--- src/rtl/spi_seq_pkg.sv ---
//----------------------------------------------------------------------------
// Module      : spi_seq_pkg
// Description : Shared types and constants for the SPI transfer sequencer.
//               Holds the FSM state encoding, the master/slave transmit
//               pattern tables and the index/error-count widths.
// Revision    : 1.0 - initial release
//----------------------------------------------------------------------------
`default_nettype none

package spi_seq_pkg;

  localparam int ERR_W   = 4;
  localparam int IDX_W   = 3;
  localparam int DATA_W  = 8;
  localparam int NUM_PAT = 8;

  typedef enum logic [2:0] {
    ST_IDLE  = 3'd0,
    ST_GAP   = 3'd1,
    ST_RUN   = 3'd2,
    ST_CHECK = 3'd3,
    ST_DONE  = 3'd4
  } seq_state_e;

  // Element 0 is the leftmost entry, so MASTER_PAT[0] == 8'h10.
  localparam logic [0:NUM_PAT-1][DATA_W-1:0] MASTER_PAT = {
    8'h10, 8'h44, 8'h21, 8'h34, 8'h77, 8'h88, 8'h32, 8'h16
  };

  localparam logic [0:NUM_PAT-1][DATA_W-1:0] SLAVE_PAT = {
    8'h54, 8'h23, 8'h75, 8'h86, 8'h23, 8'h56, 8'h12, 8'h79
  };

  // Error counter increment that sticks at all-ones.
  function automatic logic [ERR_W-1:0] err_sat_inc(input logic [ERR_W-1:0] v);
    return (v == '1) ? v : v + 1'b1;
  endfunction

endpackage

`default_nettype wire

--- src/rtl/spi_xfer_sequencer_if.sv ---
//----------------------------------------------------------------------------
// Module      : spi_xfer_sequencer_if
// Description : Platform-side handshake and data bus between the transfer
//               sequencer and the SPI master/slave platform.
//   om_work_en          : transfer request (sequencer -> platform)
//   om_data_bus_master  : byte the master transmits
//   om_data_bus_slave   : byte the slave transmits
//   im_work_end_master  : master transfer-complete flag
//   im_work_end_slave   : slave transfer-complete flag
//   im_data_bus_master  : byte received by the master
//   im_data_bus_slave   : byte received by the slave
//   modport master : sequencer view; modport slave : platform view
// Revision    : 1.0 - initial release
//----------------------------------------------------------------------------
`default_nettype none

interface spi_xfer_sequencer_if
  import spi_seq_pkg::*;
();

  logic              om_work_en;
  logic [DATA_W-1:0] om_data_bus_master;
  logic [DATA_W-1:0] om_data_bus_slave;
  logic              im_work_end_master;
  logic              im_work_end_slave;
  logic [DATA_W-1:0] im_data_bus_master;
  logic [DATA_W-1:0] im_data_bus_slave;

  modport master (
    output om_work_en,
    output om_data_bus_master,
    output om_data_bus_slave,
    input  im_work_end_master,
    input  im_work_end_slave,
    input  im_data_bus_master,
    input  im_data_bus_slave
  );

  modport slave (
    input  om_work_en,
    input  om_data_bus_master,
    input  om_data_bus_slave,
    output im_work_end_master,
    output im_work_end_slave,
    output im_data_bus_master,
    output im_data_bus_slave
  );

endinterface

`default_nettype wire

--- src/rtl/spi_seq_pattern_rom.sv ---
//----------------------------------------------------------------------------
// Module      : spi_seq_pattern_rom
// Description : Combinational transfer-index to (master, slave) byte lookup.
//   idx         : in  IDX_W  transfer index
//   master_byte : out DATA_W byte the master transmits at idx
//   slave_byte  : out DATA_W byte the slave transmits at idx
// Revision    : 1.0 - initial release
//----------------------------------------------------------------------------
`default_nettype none

module spi_seq_pattern_rom
  import spi_seq_pkg::*;
(
  input  logic [IDX_W-1:0]  idx,
  output logic [DATA_W-1:0] master_byte,
  output logic [DATA_W-1:0] slave_byte
);

  assign master_byte = MASTER_PAT[idx];
  assign slave_byte  = SLAVE_PAT[idx];

endmodule

`default_nettype wire

--- src/rtl/spi_xfer_sequencer.sv ---
//----------------------------------------------------------------------------
// Module      : spi_xfer_sequencer
// Description : Launches a fixed sequence of full-duplex byte exchanges on
//               the SPI platform, waits for both end flags of each transfer,
//               cross-checks the received bytes and reports a saturating
//               error count plus a completion pulse.
//   clk          : in  clock, rising edge
//   rst          : in  synchronous active-high reset
//   im_start     : in  start pulse, honoured only when idle
//   bus          : spi_xfer_sequencer_if.master platform handshake/data
//   om_xfer_idx  : out current transfer index
//   om_busy      : out high whenever not idle
//   om_done      : out one-cycle end-of-sequence pulse
//   om_err_cnt   : out mismatch + timeout count, saturates at 15
//   om_timeout   : out sticky abort flag, cleared by the next start
// Configuration : `SPI_SEQ_LOOPBACK_CHECK_EN enables the received-byte
//                 compare; without it only timeouts are counted.
// Revision    : 1.0 - initial release
//----------------------------------------------------------------------------
`default_nettype none

module spi_xfer_sequencer
  import spi_seq_pkg::*;
#(
  parameter int GAP_CYCLES     = 10,
  parameter int NUM_XFERS      = 8,
  parameter int TIMEOUT_CYCLES = 1024
) (
  input  logic                    clk,
  input  logic                    rst,
  input  logic                    im_start,
  spi_xfer_sequencer_if.master    bus,
  output logic [IDX_W-1:0]        om_xfer_idx,
  output logic                    om_busy,
  output logic                    om_done,
  output logic [ERR_W-1:0]        om_err_cnt,
  output logic                    om_timeout
);

  localparam logic [2:0] S_IDLE  = ST_IDLE;
  localparam logic [2:0] S_GAP   = ST_GAP;
  localparam logic [2:0] S_RUN   = ST_RUN;
  localparam logic [2:0] S_CHECK = ST_CHECK;
  localparam logic [2:0] S_DONE  = ST_DONE;

  localparam int GAP_W = (GAP_CYCLES > 1) ? $clog2(GAP_CYCLES) : 1;
  localparam int RUN_W = (TIMEOUT_CYCLES > 1) ? $clog2(TIMEOUT_CYCLES) : 1;

  localparam logic [GAP_W-1:0] c_gap_last = GAP_W'(GAP_CYCLES - 1);
  localparam logic [RUN_W-1:0] c_run_last = RUN_W'(TIMEOUT_CYCLES - 1);
  localparam logic [IDX_W-1:0] c_idx_last = IDX_W'(NUM_XFERS - 1);

  logic [2:0]        r_state;
  logic [IDX_W-1:0]  r_idx;
  logic [ERR_W-1:0]  r_err;
  logic              r_timeout;
  logic [GAP_W-1:0]  r_gap_cnt;
  logic [RUN_W-1:0]  r_run_cnt;
  logic              r_end_m;
  logic              r_end_s;

  logic [DATA_W-1:0] w_pat_master;
  logic [DATA_W-1:0] w_pat_slave;
  logic              w_both_end;
  logic              w_mismatch;
  logic              w_bus_valid;

  spi_seq_pattern_rom u_rom (
    .idx         (r_idx),
    .master_byte (w_pat_master),
    .slave_byte  (w_pat_slave)
  );

  // Flags seen on an earlier RUN cycle or on this one both count.
  assign w_both_end = (r_end_m | bus.im_work_end_master) &
                      (r_end_s | bus.im_work_end_slave);

`ifdef SPI_SEQ_LOOPBACK_CHECK_EN
  // Loopback: the master receives the slave's byte and vice versa. A transfer
  // with either side wrong counts as a single error.
  assign w_mismatch = (bus.im_data_bus_master != w_pat_slave) ||
                      (bus.im_data_bus_slave  != w_pat_master);
`else
  assign w_mismatch = 1'b0;
`endif

  always_ff @(posedge clk) begin
    if (rst) begin
      r_state   <= S_IDLE;
      r_idx     <= '0;
      r_err     <= '0;
      r_timeout <= 1'b0;
      r_gap_cnt <= '0;
      r_run_cnt <= '0;
      r_end_m   <= 1'b0;
      r_end_s   <= 1'b0;
    end else begin
      case (r_state)
        S_IDLE: begin
          if (im_start) begin
            r_idx     <= '0;
            r_err     <= '0;
            r_timeout <= 1'b0;
            r_gap_cnt <= '0;
            r_state   <= S_GAP;
          end
        end

        S_GAP: begin
          if (r_gap_cnt == c_gap_last) begin
            r_run_cnt <= '0;
            r_end_m   <= 1'b0;
            r_end_s   <= 1'b0;
            r_state   <= S_RUN;
          end else begin
            r_gap_cnt <= r_gap_cnt + 1'b1;
          end
        end

        S_RUN: begin
          r_end_m <= r_end_m | bus.im_work_end_master;
          r_end_s <= r_end_s | bus.im_work_end_slave;
          // A completion on the last allowed cycle wins over the abort.
          if (w_both_end) begin
            r_state <= S_CHECK;
          end else if (r_run_cnt == c_run_last) begin
            r_timeout <= 1'b1;
            r_err     <= err_sat_inc(r_err);
            r_state   <= S_DONE;
          end else begin
            r_run_cnt <= r_run_cnt + 1'b1;
          end
        end

        S_CHECK: begin
          if (w_mismatch) begin
            r_err <= err_sat_inc(r_err);
          end
          if (r_idx == c_idx_last) begin
            r_state <= S_DONE;
          end else begin
            r_idx     <= r_idx + 1'b1;
            r_gap_cnt <= '0;
            r_state   <= S_GAP;
          end
        end

        S_DONE: begin
          r_state <= S_IDLE;
        end

        default: begin
          r_state <= S_IDLE;
        end
      endcase
    end
  end

  // Buses carry the pattern from GAP entry through CHECK so they are settled
  // well before and throughout the request window.
  assign w_bus_valid = (r_state == S_GAP) || (r_state == S_RUN) ||
                       (r_state == S_CHECK);

  assign bus.om_work_en         = (r_state == S_RUN);
  assign bus.om_data_bus_master = w_bus_valid ? w_pat_master : '0;
  assign bus.om_data_bus_slave  = w_bus_valid ? w_pat_slave  : '0;

  assign om_xfer_idx = r_idx;
  assign om_busy     = (r_state != S_IDLE);
  assign om_done     = (r_state == S_DONE);
  assign om_err_cnt  = r_err;
  assign om_timeout  = r_timeout;

endmodule

`default_nettype wire

--- src/flat_wrapper.sv ---
// flat-port wrapper written by rule: the top's interface ports become plain ports
module spi_xfer_sequencer_flat import spi_seq_pkg::*;
#(
  parameter int GAP_CYCLES     = 10,
  parameter int NUM_XFERS      = 8,
  parameter int TIMEOUT_CYCLES = 1024
)
  (clk, rst, im_start, om_xfer_idx, om_busy, om_done, om_err_cnt, om_timeout, bus_om_work_en, bus_om_data_bus_master, bus_om_data_bus_slave, bus_im_work_end_master, bus_im_work_end_slave, bus_im_data_bus_master, bus_im_data_bus_slave);
  spi_xfer_sequencer_if bus_i ();
  input  logic clk;
  input  logic rst;
  input  logic im_start;
  output logic [IDX_W-1:0] om_xfer_idx;
  output logic om_busy;
  output logic om_done;
  output logic [ERR_W-1:0] om_err_cnt;
  output logic om_timeout;
  output wire logic [$bits(bus_i.om_work_en)-1:0] bus_om_work_en;
  output wire logic [$bits(bus_i.om_data_bus_master)-1:0] bus_om_data_bus_master;
  output wire logic [$bits(bus_i.om_data_bus_slave)-1:0] bus_om_data_bus_slave;
  input wire logic [$bits(bus_i.im_work_end_master)-1:0] bus_im_work_end_master;
  input wire logic [$bits(bus_i.im_work_end_slave)-1:0] bus_im_work_end_slave;
  input wire logic [$bits(bus_i.im_data_bus_master)-1:0] bus_im_data_bus_master;
  input wire logic [$bits(bus_i.im_data_bus_slave)-1:0] bus_im_data_bus_slave;
  assign bus_om_work_en = bus_i.om_work_en;
  assign bus_om_data_bus_master = bus_i.om_data_bus_master;
  assign bus_om_data_bus_slave = bus_i.om_data_bus_slave;
  assign bus_i.im_work_end_master = bus_im_work_end_master;
  assign bus_i.im_work_end_slave = bus_im_work_end_slave;
  assign bus_i.im_data_bus_master = bus_im_data_bus_master;
  assign bus_i.im_data_bus_slave = bus_im_data_bus_slave;
  spi_xfer_sequencer #(.GAP_CYCLES(GAP_CYCLES), .NUM_XFERS(NUM_XFERS), .TIMEOUT_CYCLES(TIMEOUT_CYCLES)) u_core (.clk(clk), .rst(rst), .im_start(im_start), .bus(bus_i), .om_xfer_idx(om_xfer_idx), .om_busy(om_busy), .om_done(om_done), .om_err_cnt(om_err_cnt), .om_timeout(om_timeout));
endmodule
--- config.mk ---
export PLATFORM = sky130hd
export DESIGN_NAME = spi_xfer_sequencer_flat
export DESIGN_NICKNAME = d
export VERILOG_FILES = /design/src/rtl/spi_seq_pkg.sv /design/src/rtl/spi_xfer_sequencer_if.sv /design/src/rtl/spi_seq_pattern_rom.sv /design/src/rtl/spi_xfer_sequencer.sv /design/src/flat_wrapper.sv
export SDC_FILE = /design/constraint.sdc
export NUM_CORES = 1
export LEC_CHECK = 0
export BUFFER_PORTS_ARGS = -buffer_cell sky130_fd_sc_hd__buf_2
export CAP_MARGIN = 20
export CORE_MARGIN = 4
export CORE_UTILIZATION = 48
export DETAILED_ROUTE_END_ITERATION = 6
export GPL_ROUTABILITY_DRIVEN = 0
export PLACE_DENSITY = 0.89
export SKIP_LAST_GASP = 1
export SYNTH_ARGS = -nofsm -noshare
export SYNTH_HDL_FRONTEND = slang
export SYNTH_SLANG_ARGS = --single-unit
--- constraint.sdc ---
create_clock -name clk -period 2 [get_ports clk]
set_input_delay 0.1 -clock clk [delete_from_list [all_inputs] [get_ports clk]]
set_output_delay 0.1 -clock clk [all_outputs]
set_load 0.02 [all_outputs]
# Word-level counts from Yosys, hierarchy flattened
# Memory sizes are Yosys's and may differ from the RTL's.
# Cells that the tools add are included.
[op_classes]
n_addsub = 4
magnitude_cmp = 1
n_eq_ne = 17
muxes = 34
bitwise = 4
reduce_logical = 15
[ops]
columns = ["cell", "count"]
rows = [
  ["2-to-1 mux 8 bit", 6],
  ["2-to-1 mux 10 bit", 3],
  ["2-to-1 mux 4 bit", 6],
  ["2-to-1 mux 3 bit", 7],
  ["case mux 10 bit (2 select lines)", 1],
  ["!= test 2 bit, second input constant", 6],
  ["case mux 3 bit (4 select lines)", 1],
  ["case mux 4 bit (3 select lines)", 1],
  ["AND reduction 4 bit", 3],
  ["adder 10 x 1 -> 10 bit, second input constant", 1],
  ["equality test 10 bit, second input constant", 1],
  ["adder 4 x 1 -> 4 bit, second input constant", 2],
  ["equality test 4 bit, second input constant", 2],
  ["case mux 4 bit (2 select lines)", 1],
  ["equality test 3 x 2 -> 1 bit, second input constant", 2],
  ["equality test 3 bit, second input constant", 2],
  ["case mux 1 bit (2 select lines)", 3],
  ["case mux 3 bit (2 select lines)", 1],
  ["AND reduction 3 bit", 2],
  ["nonzero test 2 bit", 3],
  ["nonzero test 3 bit", 2],
  ["AND reduction 5 bit", 1],
  [">= comparator 4 bit, second input constant", 1],
  ["2-to-1 mux 1 bit", 4],
  ["10 further kinds", 13],
]
[word_totals]
register_bits = 27
romBits = 128
output_inout_bits = 27
mem_count = 2
[memory_table]
columns = ["name", "words", "width", "read_ports", "rd_ports_with_merged_regs", "write_ports", "line", "text"]
rows = [
  ["(name not given)", 8, 8, 1, 0, 0, "spi_seq_pattern_rom.sv:20", "assign slave_byte = SLAVE_PAT[idx];"],
  ["(name not given)", 8, 8, 1, 0, 0, "spi_seq_pattern_rom.sv:19", "assign master_byte = MASTER_PAT[idx];"],
]

# Depth between registers and ports, before layout
# Gate-level depths: netlist (run 1).
[depth]
ltp_word = 5
ltp_mapped = 8
ltp_nobuf = 6

# Hierarchy
# A second synthesis (run 1) with hierarchy kept.
[hier_totals]
cells_unflattened = 237
area_unflattened_um2 = 1914.3
[by_module_without_submodules]
columns = ["mod", "n_inst", "cells_each", "area_per_inst_um2"]
rows = [
  ["spi_xfer_sequencer", 1, 204, 1625.3],
  ["spi_seq_pattern_rom", 1, 33, 289.0],
]

# Worst setup path before layout (run 1)
# OpenSTA, ideal clock, no wires.
[synth_timing]
path_kind = "reg2reg"
startpoint = "register u_core.r_state[1]"
endpoint = "register u_core.r_run_cnt[7]"
setup_time_ns = 0.070
arrival_ns = 1.802
path_slack_ns = 0.128
path_stages_with_launch = 9
n_path_buf = 3
synth_period_minus_slack_ns = 1.872
path_cell_list = "dfxtp_1 > buf_4 > or3b_1 > buf_6 > inv_6 > buf_12 > nand4_4 > or4_1 > a21oi_1"
[synth_via]
elab_chain_cells = 3
word_cells_on_any_way = 8
cone_classes = "eq/ne: 5; mux: 1; reduce/logical: 2"
[synth_lines]
columns = ["item", "line", "text"]
rows = [
  ["start: declaration", "spi_xfer_sequencer.sv:53", "logic [2:0] r_state;"],
  ["start signal: assignment", "spi_xfer_sequencer.sv:89", "r_state <= S_IDLE;"],
  ["start signal: assignment", "spi_xfer_sequencer.sv:105", "r_state <= S_GAP;"],
  ["start signal: assignment", "spi_xfer_sequencer.sv:114", "r_state <= S_RUN;"],
  ["equality test 3 x 2 -> 1 bit (*)", "-", ""],
  ["named net bus_om_work_en", "flat_wrapper.sv:18", "output wire logic [$bits(bus_i.om_work_en)-1:0] bus_om_work_en;"],
  ["!= test 2 bit (no line) or nonzero test 2 bit (tied branches)", "-", ""],
  ["AND reduction 4 bit (no line)", "-", ""],
  ["end signal: assignment", "spi_xfer_sequencer.sv:131", "r_run_cnt <= r_run_cnt + 1'b1;"],
  ["end: declaration", "spi_xfer_sequencer.sv:58", "logic [RUN_W-1:0] r_run_cnt;"],
]
# Mark *: on every way through the listed nets, which the timed path passes. The rest lies on a longest branch.
# A chain may end at the register's enable or synchronous reset.

# Final worst setup path (run 1)
[layout_timing]
startpoint = "register u_core.r_run_cnt[0]"
endpoint = "register u_core.r_err[0] (netlist: u_core.om_err_cnt[0])"
[layout_via]
elab_chain_cells = 3
[layout_lines]
columns = ["item", "line", "text"]
rows = [
  ["equality test 10 bit", "spi_xfer_sequencer.sv:126", "end else if (r_run_cnt == c_run_last) begin"],
  ["!= test 2 x 1 -> 1 bit (no line)", "-", ""],
  ["AND reduction 5 bit (no line)", "-", ""],
  ["end signal: assignment", "spi_xfer_sequencer.sv:128", "r_err <= err_sat_inc(r_err);"],
  ["end signal: assignment", "spi_xfer_sequencer.sv:137", "r_err <= err_sat_inc(r_err);"],
  ["end: declaration", "spi_xfer_sequencer.sv:55", "logic [ERR_W-1:0] r_err;"],
]
# Every way passes these cells.

==> results.toml, run 1 <==
[placed_design]
portBuffers = 31
hpwlAfterDp_um = 3020
dp_slack_ps = 200

[grt]
track_usage_pct = 16.5
grt_pass1_wl_um = 6870
grt_start_max_net_pins = 29
grt_pass1_vias = 1605
antenna_found_initial = 0
gr-total-overflow = 0

[timing]
finalSetupViolCount = 0
rsz0062_at_grt = "no"
maxSlewHeadroom_pct = 67.1
slew_violations = 0
fin_setup_tns_ps = 0
fin_crit_ps = 1840
fmax_mhz = 543
tightestPinTransition_ps = 493
skew_ps = 2.19
fin_ws_ps = 159
timing.final.crit_share_pct = 92.0
hold_viol_final = 0

[yosys]
synth.ff_latch_count = 27
synth-edff-count = 0
postSynthAreaPerCell_um2 = 7.94
mappedNetlistArea_um2 = 1830
yosys.area.top_type_share_pct = 29.6
yosysUniqueCellTypes = 48
synth_nets = 264
synthCells = 230
synth.top_cells.by_area = "dfxtp_1 30%, ha_1 8.9%, a21oi_1 7.7%"
async_flop_share_pct = 0
seq_area_frac_synth_pct = 29.6
yosys_warnings = 0
yosys.area.top_type = "dfxtp_1"
ys.flop_type = "dfxtp_1"

[cells_and_area]
nNetsFinal = 297
diodes = 0
synthToLayoutAreaGrowth_pct = 14.0
final_cell_mix = "31 x buf_2, 28 x a21oi_1, 27 x dfxtp_1, 16 x nor2_1, 14 x nand2_1"
drive_above_1_share_pct = 19.8
fillers = 338
fin_util_pct = 56.9
layout_commonest_cell = "buf_2"

[clock_tree]
clk_pin_slew_worst_paths_ps = 90
numCtsBuffers = 3
clock_latency_ps = 270
post_cts.repair.setup_buffers = 0
post_cts_resized = 0
htreeDepth = 1
tritoncts = "done"
cts_buffer_depth = 2
clockRootBuffer = "clkbuf_8"
clock_sinks = 27
hold_buffers = 0

[setup_path]
slowest_delay_ps = 510
r2r-start = "u_core.r_run_cnt[0]"
worstPathCellList = "ha_1 > and3_1 > nand4_1 > or4_1 > a31oi_1"
worstPathRequired_ps = 2210
critical_path_arrival_ps = 2050
startpoint_type = "register"
critPathKind = "register to register"
path_max_fanout = 6
cp_slowest_cell = "or4_1"
crit_start = "u_core.r_run_cnt[0]"
endpoint_kind = "register"

[power]
ir_drop_uv = 455
power_density_nw_per_um2 = 891
p_leak_nw = 0.854
total_power_w = 0.00186

[die]
fp.coreArea_um2 = 3660
num_io_pins = 48
die_w_um = 69.7
die_height_um = 69.7
start_util_pct = 49.9
die_area_um2 = 4860
rows = 22

[detailed_routing]
first_pass_iters = 4
postRouteAntennaNets = 0
vias_per_cell = 5.78
drt_iter0_markers = 82
num_vias = 1791
wl_per_cell_um = 13.1
route.detailed.drc = 0
totalWireLength_um = 4070

[run_status]
outcome = "completed"

[job]
maxCapViolCount = 0

[hold_path]
hold_path.class = "input pin to register"
worstHoldStart = "bus_im_work_end_master"
[area by class of cell]
cell class | count | area [um2] | area share, %
Tap cell | 48 | 60.1 | 2.88
Clock buffer | 4 | 45.0 | 2.16
Timing Repair Buffer | 42 | 238 | 11.4
Sequential cell | 27 | 541 | 26.0
Inverter | 13 | 53.8 | 2.58
Multi-Input combinational cell | 176 | 1140 | 55.0
[state kept, by name, indices dropped and copies added, names as in the netlist]
register and count:
u_core.om_err_cnt 4, u_core.r_end_m 1, u_core.r_state 3, u_core.om_xfer_idx 3
u_core.r_run_cnt 10, u_core.om_timeout 1, u_core.r_gap_cnt 4, u_core.r_end_s 1
[per-layer routing]
metal	part of all wire, %	global-route usage, %	up-vias
li1	-	-	906
met1	44	20.3	800
met2	47	28.3	74
met3	7.9	3.04	11
met4	1.8	6.81	0
met5	0	0	-
[worst paths after layout]
| check | to | depth (start not counted) | slack [ps] |
|---|---|---|---|
| worst max-delay path | u_core.om_err_cnt[0] | 5 | 160 |
| worst min-delay path | u_core.r_end_m | 3 | 130 |
| worst max register to register | u_core.om_err_cnt[0] | 5 | 160 |
| worst min register to register | u_core.r_gap_cnt[3] | 2 | 510 |
[critical path, delay by kind of cell, from the launching register on]
family,cells,cell delay (ps)
flops,1,410
compound gates,1,160
simple gates,3,980
fa+ha+maj,1,220
[metrics by stage]
step / hold slack [ps] / area [um2] / instances
2_1_floorplan: 288 / 1830 / 230
3_3_place_gp: 408 / 2040 / 306
3_5_place_dp: 442 / 2040 / 306
4_1_cts: 132 / 2080 / 310
5_1_grt: 175 / 2080 / 310
6_report: 134 / 2080 / 310
[cells in the mapped netlist (2+ instances only)]
cell type  instances
o311ai_0           3
inv_1             12
nor2_1            16
and3_1             2
nand2_1           14
nor4_1             3
xnor2_1            2
dfxtp_1           27
buf_4              3
a21oi_1           28
and2_1             4
and4_1             2
nor2b_1            2
nand3b_1           6
or3b_1             2
o31ai_1            3
clkbuf_1           9
o22ai_1            2
a31oi_1            4
or4_1              5
nand2b_1           2
nor3_1             9
nand4_1            3
ha_1              13
o211ai_1           5
mux2i_1            3
or3_1              6
a211oi_1           2
or2_2              2
nand3_1           11
o21ai_0            8
[power breakdown]
part           internal, W  switching [W]  leakage (nW)
logic             0.000328       0.000589         0.613
clock network     0.000143       0.000166        0.0228
registers         0.000588      0.0000408         0.218
[logic make-up (layout without fill, tap and decap cells)]
group | Yosys count | in the layout | synth area share (%)
AOI/OAI and AO/OA | 63 | 63 | 21.2
xor gates and xnor gates | 2 | 2 | 0.959
adders and majority gates | 13 | 13 | 8.90
buffers and inverters | 27 | 59 | 7.74
DFF | 27 | 27 | 29.6
muxes | 4 | 4 | 2.26
and+or+nand+nor | 94 | 94 | 29.3
Note: power is estimated with default switching activity, not from simulation.
==> run 2, diff against run 1 <==
--- a/config.mk
+++ b/config.mk
@@ -5,13 +5,14 @@
 export SDC_FILE = /design/constraint.sdc
 export NUM_CORES = 1
 export LEC_CHECK = 0
+export ABC_AREA = 1
 export BUFFER_PORTS_ARGS = -buffer_cell sky130_fd_sc_hd__buf_2
 export CAP_MARGIN = 20
 export CORE_MARGIN = 4
-export CORE_UTILIZATION = 48
+export CORE_UTILIZATION = 47
 export DETAILED_ROUTE_END_ITERATION = 6
 export GPL_ROUTABILITY_DRIVEN = 0
-export PLACE_DENSITY = 0.89
+export PLACE_DENSITY = 0.87
 export SKIP_LAST_GASP = 1
 export SYNTH_ARGS = -nofsm -noshare
 export SYNTH_HDL_FRONTEND = slang
==> run 2 against run 1 <==
  * First-iteration DRC count is 23% higher
  * Sequential power is 22% higher
  * Clock-buffer cell count stayed put
  * Area after synthesis is 0.14% lower
  * Register-to-register slack better by 130 ps
  * Non-clock buffer count is 9 lower
  * Via count is 0.45% higher
  * Critical path depth stayed put
  * Core utilization is 1.4 points lower
  * Highest routed layer unchanged
  * Worst setup slack better by 32 ps
==> results.toml, run 2 <==
[power]
ir_drop_uv = 666
power_density_nw_per_um2 = 1280
total_power_w = 0.00264
p_leak_nw = 1.05

[grt]
antenna_found_initial = 0
track_usage_pct = 15.0
grt_pass1_vias = 1523
gr-total-overflow = 0
grt_pass1_wl_um = 6340
grt_start_max_net_pins = 19

[setup_path]
critical_path_arrival_ps = 1710
startpoint_type = "register"
crit_family = "flip-flops"
cp_slowest_cell = "dfxtp_1"
slowest_delay_ps = 440
critPathKind = "register to primary output"
endpoint_kind = "primary output"
path_max_fanout = 6
cpMostUsedCell = "nor2_1"
worstPathRequired_ps = 1900
cp-endpoint = "bus_om_data_bus_slave[1]"
r2r_end = "u_core.om_xfer_idx[0]"
r2r_cells = 9
crit_buf_inv = 2
r2r_slack_ps = 290
crit_start = "u_core.r_state[1]"
cp.depth = 5
r2r-start = "u_core.om_xfer_idx[1]"
worstPathCellList = "nor2_1 > nor2_1 > inv_1 > a211oi_1 > buf_2"

[job]
maxCapViolCount = 0

[cells_and_area]
fillers = 355
largest_reg_flops = 10
nNetsFinal = 356
synthToLayoutAreaGrowth_pct = 13.0
finalNonFillerCells = 369
regMostFlops = "u_core.r_run_cnt"
final_cell_mix = "74 x nand2_1, 48 x nor2_1, 43 x inv_1, 31 x buf_2, 26 x dfxtp_1"
layout_commonest_cell = "nand2_1"
diodes = 0
drive_above_1_share_pct = 17.1

[detailed_routing]
route.detailed.drc = 0
met1_length_um = 1850
wl_met2_um = 1670
wl_per_cell_um = 10.1
drt_iter0_markers = 101
top_layer_used = "met4"
totalWireLength_um = 3740
vias_per_cell = 4.88
dr_wl_met3_um = 206
postRouteAntennaNets = 0
num_vias = 1799
first_pass_iters = 4

[die]
die_w_um = 70.3
fp.coreArea_um2 = 3720
rows = 22
die_area_um2 = 4940
num_io_pins = 48
die_height_um = 70.3
start_util_pct = 49.1

[clock_tree]
cts_buffer_depth = 2
post_cts.repair.setup_buffers = 0
clock_latency_ps = 270
clockRootBuffer = "clkbuf_8"
numCtsBuffers = 3
hold_buffers = 0
clock_sinks = 27
tritoncts = "done"
clk_pin_slew_worst_paths_ps = 90
htreeDepth = 1

[yosys]
synthCells = 291
yosysUniqueCellTypes = 31
postSynthAreaPerCell_um2 = 6.27
async_flop_share_pct = 0
yosys.area.top_type_share_pct = 29.6
synth.ff_latch_count = 27
seq_area_frac_synth_pct = 29.6
ys.flop_type = "dfxtp_1"
synth_nets = 325
yosys_warnings = 0
yosys.area.top_type = "dfxtp_1"
synth.top_cells.by_area = "dfxtp_1 30%, nand2_1 15%, nor2_1 9.9%"
synth-edff-count = 0
synth_most_common_cell = "nand2_1"
mappedNetlistArea_um2 = 1820
netlist_top_cells_count = "74 x nand2_1, 48 x nor2_1, 43 x inv_1"

[timing]
fin_ws_ps = 191
holdWs_ps = 130
fin_crit_ps = 1810
rsz0062_at_grt = "no"
slew_violations = 0
fin_setup_tns_ps = 0
maxSlewHeadroom_pct = 63.9
fmax_mhz = 553
timing.final.crit_share_pct = 90.4
skew_ps = 7.97
finalSetupViolCount = 0
tightestPinTransition_ps = 538
hold_viol_final = 0

[placed_design]
portBuffers = 31
dp_slack_ps = 250
hpwlAfterDp_um = 2840
numPlacedInstances = 365

[hold_path]
hold_path.class = "input pin to register"

[run_status]
outcome = "completed"
## run 2: cell types whose count changed in the layout (fill, tap and decap cells not counted), moves of 5 or more
cell	before	now
a21oi_1	28	18
buf_4	11	2
inv_1	12	43
nand2_1	14	74
nand3b_1	6	1
nor2_1	16	48
nor2_2	0	5
nor3_1	9	4
or3_1	6	0
or4_1	5	0
## run 2: worst min-delay path by stage
stage | depth (start not counted) | from | slack, ps | end
4_1_cts | 2 | rst | 130 | u_core.r_gap_cnt[2]
3_3_place_gp | 2 | rst | 420 | u_core.r_gap_cnt[1]
2_1_floorplan | 2 | bus_im_work_end_master | 290 | u_core.r_end_m
3_5_place_dp | 2 | rst | 420 | u_core.r_gap_cnt[1]
5_1_grt | 2 | rst | 140 | u_core.r_gap_cnt[2]
6_report | 2 | rst | 130 | u_core.r_gap_cnt[2]
## run 2: what timing repair did
item | CTS | global route
hold endpoints to repair | 0 | 0
setup endpoints to repair | 0 | 4
resized for setup | 0 | 1
## run 2: through the flow
step / util (%) / cell area (um2)
floorplan: - / 1830
global placement: 54.2 / 2020
detailed placement: 54.2 / 2020
CTS: 55.5 / 2060
global route: 55.5 / 2060
finish: 55.5 / 2060
## run 2: kinds of logic (layout without fill, tap and decap cells)
logic type               Yosys count  after routing  synth area share, %
AND/OR/NAND/NOR                  156            156                 36.6
buffers and inverters             55             85                 12.3
AO/OA/AOI/OAI                     38             38                 11.6
flip-flops                        27             27                 29.6
adder cells (fa/ha/maj)           13             13                 8.92
XOR/XNOR                           2              2                0.960
## run 2: final cells by class
type	instances	area [um2]	share of cell area, %
Multi-Input combinational cell	209	1060	51.6
Timing Repair Buffer	33	170	8.25
Tap cell	48	60.1	2.91
Inverter	48	180	8.74
Sequential cell	27	542	26.3
Clock buffer	4	45.0	2.18
## run 2: metal layers
metal | vias up | track usage, %
met1 | 787 | 19.6
met4 | 0 | 1.28
met2 | 43 | 26.0
met5 | - | 0
li1 | 967 | -
met3 | 2 | 3.31
## run 2: report_power, final
part / internal, W / switching (W)
Clock: 0.000143 / 0.000167
Sequential: 0.000648 / 0.000121
Combinational: 0.000508 / 0.00106
